`config.mk`:
```
export PLATFORM = sky130hd
export DESIGN_NAME = pipe_stall_ctrl
export DESIGN_NICKNAME = d
export VERILOG_FILES = /design/src/rtl/pipe_ctrl_pkg.sv /design/src/rtl/sat_counter.sv /design/src/rtl/pipe_stall_ctrl.sv
export SDC_FILE = /design/constraint.sdc
export NUM_CORES = 1
export LEC_CHECK = 0
export ABC_AREA = 1
export BUFFER_PORTS_ARGS = -buffer_cell sky130_fd_sc_hd__buf_2
export CORE_ASPECT_RATIO = 0.7
export CORE_MARGIN = 5
export CORE_UTILIZATION = 60
export DETAILED_ROUTE_END_ITERATION = 7
export PLACE_DENSITY = 0.85
export SLEW_MARGIN = 20
export SYNTH_ARGS = -nofsm -noshare
export SYNTH_HDL_FRONTEND = slang
export SYNTH_HIERARCHICAL = 1
export SYNTH_SLANG_ARGS = --single-unit
```
`constraint.sdc`:
```
create_clock -name clk -period 4.7 [get_ports clk]
set_input_delay 0.705 -clock clk [delete_from_list [all_inputs] [get_ports clk]]
set_output_delay 0.705 -clock clk [all_outputs]
set_load 0.02 [all_outputs]
```
`src/rtl/pipe_ctrl_pkg.sv`:
```
// Shared definitions for the pipeline stall/flush sequencer.
package pipe_ctrl_pkg;

    // Sequencer states; the encoding is visible on the state port.
    typedef enum logic [1:0] {
        RUN      = 2'd0,
        MEM_WAIT = 2'd1,
        MDU_WAIT = 2'd2
    } state_e;

    // Default number of MEM_WAIT cycles without dmem_ready before bus_err.
    localparam int DMEM_TIMEOUT_DEFAULT = 256;

endpackage

```
`src/rtl/sat_counter.sv`:
```
// Saturating up-counter with synchronous clear.
module sat_counter #(
    parameter int W = 32
) (
    input  logic         clk,
    input  logic         inc,
    input  logic         clr,
    output logic [W-1:0] count
);

    // Count up on inc, hold at all-ones, clear has priority.
    // NOTE: sequential state uses non-blocking (<=) so every flop samples pre-edge values.
    always_ff @(posedge clk) begin
        if (clr) begin
            count <= '0;
        end else if (inc && (count != '1)) begin
            count <= count + W'(1);
        end
    end

endmodule

```
`src/rtl/pipe_stall_ctrl.sv`:
```
// Pipeline stall/flush sequencer: merges load-use and branch hazards with
// multi-cycle data-memory and MDU waits, drives stage enables/flushes,
// counts stalled cycles and flags data-memory timeouts.
module pipe_stall_ctrl
    import pipe_ctrl_pkg::*;
#(
    parameter int DMEM_TIMEOUT = DMEM_TIMEOUT_DEFAULT,
    parameter int CNT_W        = 32
) (
    input  logic             clk,
    input  logic             rst_n,
    input  logic             ld_stall,
    input  logic             br_flush,
    input  logic             dmem_req_MEM,
    input  logic             dmem_ready,
    input  logic             mdu_start_EX,
    input  logic             mdu_done,
    output logic             en_PC,
    output logic             en_IF_ID,
    output logic             en_ID_EX,
    output logic             en_EX_MEM,
    output logic             en_MEM_WB,
    output logic             flush_IF_ID,
    output logic             flush_ID_EX,
    output logic             flush_EX_MEM,
    output logic             flush_MEM_WB,
    output logic [1:0]       state,
    output logic             bus_err,
    output logic [CNT_W-1:0] stall_cycles
);

    localparam int                WAIT_W    = $clog2(DMEM_TIMEOUT);
    localparam logic [WAIT_W-1:0] WAIT_LAST = WAIT_W'(DMEM_TIMEOUT - 1);

    state_e            state_q;
    state_e            state_n;
    logic              mdu_busy;
    logic              done_pend;
    logic [WAIT_W-1:0] wait_cnt;

    logic mem_miss;
    logic mdu_stall;

    assign mem_miss  = dmem_req_MEM & ~dmem_ready;
    assign mdu_stall = mdu_start_EX & ~mdu_done;
    assign state     = state_q;

    // Mealy enables/flushes and next state from current state and inputs.
    // NOTE: every output gets a default first so no path through the block infers a latch.
    always_comb begin
        state_n      = state_q;
        en_PC        = 1'b1;
        en_IF_ID     = 1'b1;
        en_ID_EX     = 1'b1;
        en_EX_MEM    = 1'b1;
        en_MEM_WB    = 1'b1;
        flush_IF_ID  = 1'b0;
        flush_ID_EX  = 1'b0;
        flush_EX_MEM = 1'b0;
        flush_MEM_WB = 1'b0;

        if (!rst_n) begin
            en_PC        = 1'b0;
            en_IF_ID     = 1'b0;
            en_ID_EX     = 1'b0;
            en_EX_MEM    = 1'b0;
            en_MEM_WB    = 1'b0;
            flush_IF_ID  = 1'b1;
            flush_ID_EX  = 1'b1;
            flush_EX_MEM = 1'b1;
            flush_MEM_WB = 1'b1;
            state_n      = RUN;
        end else begin
            case (state_q)
                RUN: begin
                    if (mem_miss) begin
                        // Freeze through EX/MEM, bubble into MEM/WB; hazards ignored.
                        en_PC        = 1'b0;
                        en_IF_ID     = 1'b0;
                        en_ID_EX     = 1'b0;
                        en_EX_MEM    = 1'b0;
                        flush_MEM_WB = 1'b1;
                        state_n      = MEM_WAIT;
                    end else if (mdu_stall) begin
                        // Freeze through ID/EX, bubble into EX/MEM, let MEM drain.
                        en_PC        = 1'b0;
                        en_IF_ID     = 1'b0;
                        en_ID_EX     = 1'b0;
                        flush_EX_MEM = 1'b1;
                        state_n      = MDU_WAIT;
                    end else if (br_flush) begin
                        // Squash the two wrong-path instructions; branch beats ld_stall.
                        flush_IF_ID = 1'b1;
                        flush_ID_EX = 1'b1;
                    end else if (ld_stall) begin
                        en_PC       = 1'b0;
                        en_IF_ID    = 1'b0;
                        flush_ID_EX = 1'b1;
                    end
                end
                MEM_WAIT: begin
                    if (!dmem_ready) begin
                        en_PC        = 1'b0;
                        en_IF_ID     = 1'b0;
                        en_ID_EX     = 1'b0;
                        en_EX_MEM    = 1'b0;
                        flush_MEM_WB = 1'b1;
                    end else if (mdu_busy && !done_pend) begin
                        state_n = MDU_WAIT;
                    end else begin
                        state_n = RUN;
                    end
                end
                MDU_WAIT: begin
                    if (!mdu_done) begin
                        en_PC        = 1'b0;
                        en_IF_ID     = 1'b0;
                        en_ID_EX     = 1'b0;
                        flush_EX_MEM = 1'b1;
                    end else begin
                        state_n = RUN;
                    end
                end
                default: state_n = RUN;
            endcase
        end
    end

    // State register, MDU bookkeeping flags and the memory timeout watchdog.
    always_ff @(posedge clk) begin
        if (!rst_n) begin
            state_q   <= RUN;
            mdu_busy  <= 1'b0;
            done_pend <= 1'b0;
            wait_cnt  <= '0;
            bus_err   <= 1'b0;
        end else begin
            state_q <= state_n;

            // An MDU op may start while MEM is stalled; remember it is in flight.
            if (mdu_done) begin
                mdu_busy <= 1'b0;
            end else if (mdu_start_EX && (state_q != MDU_WAIT)) begin
                mdu_busy <= 1'b1;
            end

            // A done pulse seen while frozen on memory means no MDU wait afterwards.
            if (state_q == MEM_WAIT) begin
                if (dmem_ready) begin
                    done_pend <= 1'b0;
                end else if (mdu_done) begin
                    done_pend <= 1'b1;
                end
            end

            // Count MEM_WAIT cycles; hold at the last value so it never wraps.
            if ((state_q == RUN) && mem_miss) begin
                wait_cnt <= '0;
            end else if ((state_q == MEM_WAIT) && (wait_cnt != WAIT_LAST)) begin
                wait_cnt <= wait_cnt + WAIT_W'(1);
            end

            if ((state_q == MEM_WAIT) && !dmem_ready && (wait_cnt == WAIT_LAST)) begin
                bus_err <= 1'b1;
            end
        end
    end

    sat_counter #(
        .W (CNT_W)
    ) u_stall_cnt (
        .clk   (clk),
        .inc   (~en_PC),
        .clr   (~rst_n),
        .count (stall_cycles)
    );

endmodule

```
==> results by group <==
Place
  – Final GP Congestion: 0.918
  – IO buf count: 51
  – Placed cell count: 522
  – Post-DP HPWL: 5470 um

Power
  – Sw power: 0.229 mW
  – Sw frac: 28.2%
  – Tot Pwr: 0.812 mW
  – Flop pwr share: 49.2%
  – Internal power: 0.583 mW
  – Clock network fraction of design power: 36.9%
  – Comb pwr share: 13.9%
  – Peak VDD IR: 191 uV
  – Power Density: 260 nW/um^2
  – Pleak: 1.36 nW

GRT
  – Initial antenna violation count: 0
  – Total gr overflow: 0
  – Largest net degree at the start of global routing: 33
  – First-pass GRT wire length: 12000 um
  – Total GRT Usage: 23.9%
  – Vias in the first global route: 2529

Final layout
  – Cell Count, Final, Fillers Out: 530
  – Nets: 484
  – Area Growth Syn to Fin: 13.0%
  – Ant. Diodes: 0
  – Share of cells above drive strength 1: 21.3%

Floorplan
  – Core Region: 4400 um^2
  – Io pins: 52
  – Die Wd: 91.1 um
  – Full die area: 6080 um^2
  – Site Rows: 20
  – Initial Util: 62.7%
  – DIE HEIGHT: 66.8 um

Yosys
  – #FFs+latches synth: 45
  – Synth top cells by count: 108 x nand2_1, 79 x nor2_1, 45 x dfxtp_1
  – Sequential-to-total area share from yosys stat: 32.6%
  – Synth Area in Compound Gates: 9.10%
  – Mux contribution to synthesized area: 0%
  – Top_reg_cell synth: dfxtp_1
  – Xor and xnor area share after synthesis: 0.634%
  – Synth area leaders: dfxtp_1 33%, nand2_1 15%, nor2_1 11%
  – Largest family of logic cells by synthesized area: simple AND/OR/NAND/NOR gates
  – Ys async rst share: 0%
  – Mean post-synth cell area: 6.47 um^2
  – Synth cell types: 34
  – Synth warnings: 6
  – Top-count cell post-synth: nand2_1
  – Mapped cell area: 2760 um^2
  – Synthesized-area fraction occupied by adder cells: 0.906%
  – Top-area cell type share of the netlist area: 32.6%
  – Synth Area in Simple Gates: 48.1%
  – Cell taking the most area after synthesis: dfxtp_1
  – Number of flops mapped to enable cells by yosys: 0
  – Post-synthesis cell count: 427
  – Syn nets: 437

Setup path
  – Slowest cell on crit path: dfxtp_1
  – Crit. End Element: flip-flop
  – Critical Path Start Type: flip-flop
  – Reg2reg start: state[1]
  – Critical path buffer and inverter count: 4
  – Reg2reg path depth: 15
  – Kind of cell adding the most delay to the critical path: simple AND/OR/NAND/NOR gates
  – Reg-to-reg setup timing slack: 2.21 ns
  – Critical path type: reg2reg
  – Reg2Reg Capture Point: u_stall_cnt/count[23]
  – CP arrival: 2.68 ns
  – Worst-path maximum fanout: 15
  – Most frequent CP cell: nand2_1
  – Crit-path cells: inv_2 > nand2_4 > inv_4 > nand2_2 > nand2_1 > nor3_2 > nor2_2 > inv_2 > inv_1 > nor2_2 > nand2_1 > nor2_1 > nand4_1 > nand2_1 > nor2_1
  – Required @ worst endpoint: 4.89 ns
  – Critical Path Max Stage Delay: 0.48 ns

Worst hold path
  – Worst hold path class: reg2reg
  – Hold path cells: 2
  – Hold Crit Start: done_pend
  – Hold EP: done_pend

Clock network
  – CTS resizes: 0
  – Clock latency on the worst-skew pair: 0.30 ns
  – Clock root cell: clkbuf_8
  – Clk pin slew, worst setup/hold paths: 0.09 ns
  – Post CTS Setup Buffer Count: 0
  – CTS HTree Levels: 2
  – CTS sink count: 45
  – Maximum buffer depth of the clock tree: 2
  – Hold-fix buffers, CTS: 0
  – Cts bufs inserted: 5
  – TritonCTS clock tree: built

Timing
  – Final Slew Violations: 0
  – Setup-failing EPs final: 0
  – Crit share post-route: 53.0%
  – Fmax: 402 MHz
  – Clock skew: 0.00643 ns
  – Period minus WS final: 2.49 ns
  – Relative slew slack: 45.4%
  – Unrepaired setup endpoints after global routing: false
  – Total negative setup slack: 0 ns
  – Final Hold Fails: 0
  – Worst-margin pin slew: 0.814 ns

Detailed routing
  – Vias per cell: 5.56
  – Avg WL per Cell: 13.6 um
  – Drt first pass iters: 6
  – Detail Route Antenna Nets: 0
  – Final WL: 7220 um
  – DR iter-0 viols: 402
  – Detailed-route DRC error count: 0
  – Vias: 2948

Outcome
  – Status: finished, final reports clean

Job
  – Max-cap violations: 0
==> state kept, by name, summed over array words and instances (netlist names) <==
name,count
done_pend,1
bus_err,1
wait_cnt,8
mdu_busy,1
state,2
u_stall_cnt/count,32
==> kinds of logic after synthesis <==
logic type,Yosys count
simple gates,282
fa+ha+maj,2
flops,45
xor+xnor,2
buf+inv,52
compound gates,44
==> worst max-delay path by stage <==
stage / slack, ns / to / cells past startpoint / from
after global routing: 1.92 / u_stall_cnt/count[23] / 15 / state[1]
after floorplan: 2.45 / en_PC / 7 / dmem_ready
after detailed placement: 2.03 / u_stall_cnt/count[23] / 15 / dmem_ready
after CTS: 2.29 / u_stall_cnt/count[23] / 15 / state[1]
final: 2.21 / u_stall_cnt/count[23] / 15 / state[1]
after global placement: 2.13 / u_stall_cnt/count[23] / 15 / mdu_done
==> power groups by stage <==
stage / clock, mW / sequential [mW] / combinational (mW)
2_1_floorplan: 0 / 0.414 / 0.0750
3_3_place_gp: 0 / 0.408 / 0.110
3_5_place_dp: 0 / 0.408 / 0.111
4_1_cts: 0.303 / 0.399 / 0.112
5_1_grt: 0.325 / 0.401 / 0.123
6_report: 0.300 / 0.400 / 0.113
==> placed cells by master (no fill, tap or decap), drive strengths merged <==
master / count
clkinv: 2
nand4: 18
nor3b: 1
ha: 2
nand2: 121
clkbuf: 5
nor3: 6
dfxtp: 45
inv: 40
o21ai: 4
xor2: 1
a21oi: 32
buf: 51
clkinvlp: 1
nand3b: 3
o211ai: 2
a31oi: 6
bufinv: 1
nand3: 40
nor2: 92
xnor2: 1
and2: 1
==> worst min-delay path: stages (launching register included) <==
cell and delay (ns):
dfxtp_1 0.30, inv_1 0.07, a21oi_1 0.06
==> layout make-up <==
cell class | count | area, um^2
clock buffer | 5 | 68.8
clock inverter | 3 | 46.3
fill | 368 | 1280
timing repair buffer | 51 | 255
sequential | 45 | 901
multi-input combinational | 330 | 1620
tap | 55 | 68.8
inverter | 41 | 156
==> per-stage QoR <==
step	util, %	area [um^2]	worst slack [ns]	hold WS (ns)
finish	70.9	3120	2.21	0.470
global route	70.9	3120	1.92	0.478
floorplan	-	2760	2.45	0.426
CTS	70.9	3120	2.29	0.467
detailed placement	68.2	3010	2.03	0.454
global placement	68.2	3010	2.13	0.438
==> per-layer routing <==
layer  part of all wire [%]  global-route usage (%)  vias up
li1                       -                       -     1486
met1                     46                    34.5     1296
met2                     41                    35.2      154
met3                     12                    7.00       12
met4                    1.1                    5.31        0
met5                      0                       0        -
Power figures use the tool's default switching activity.
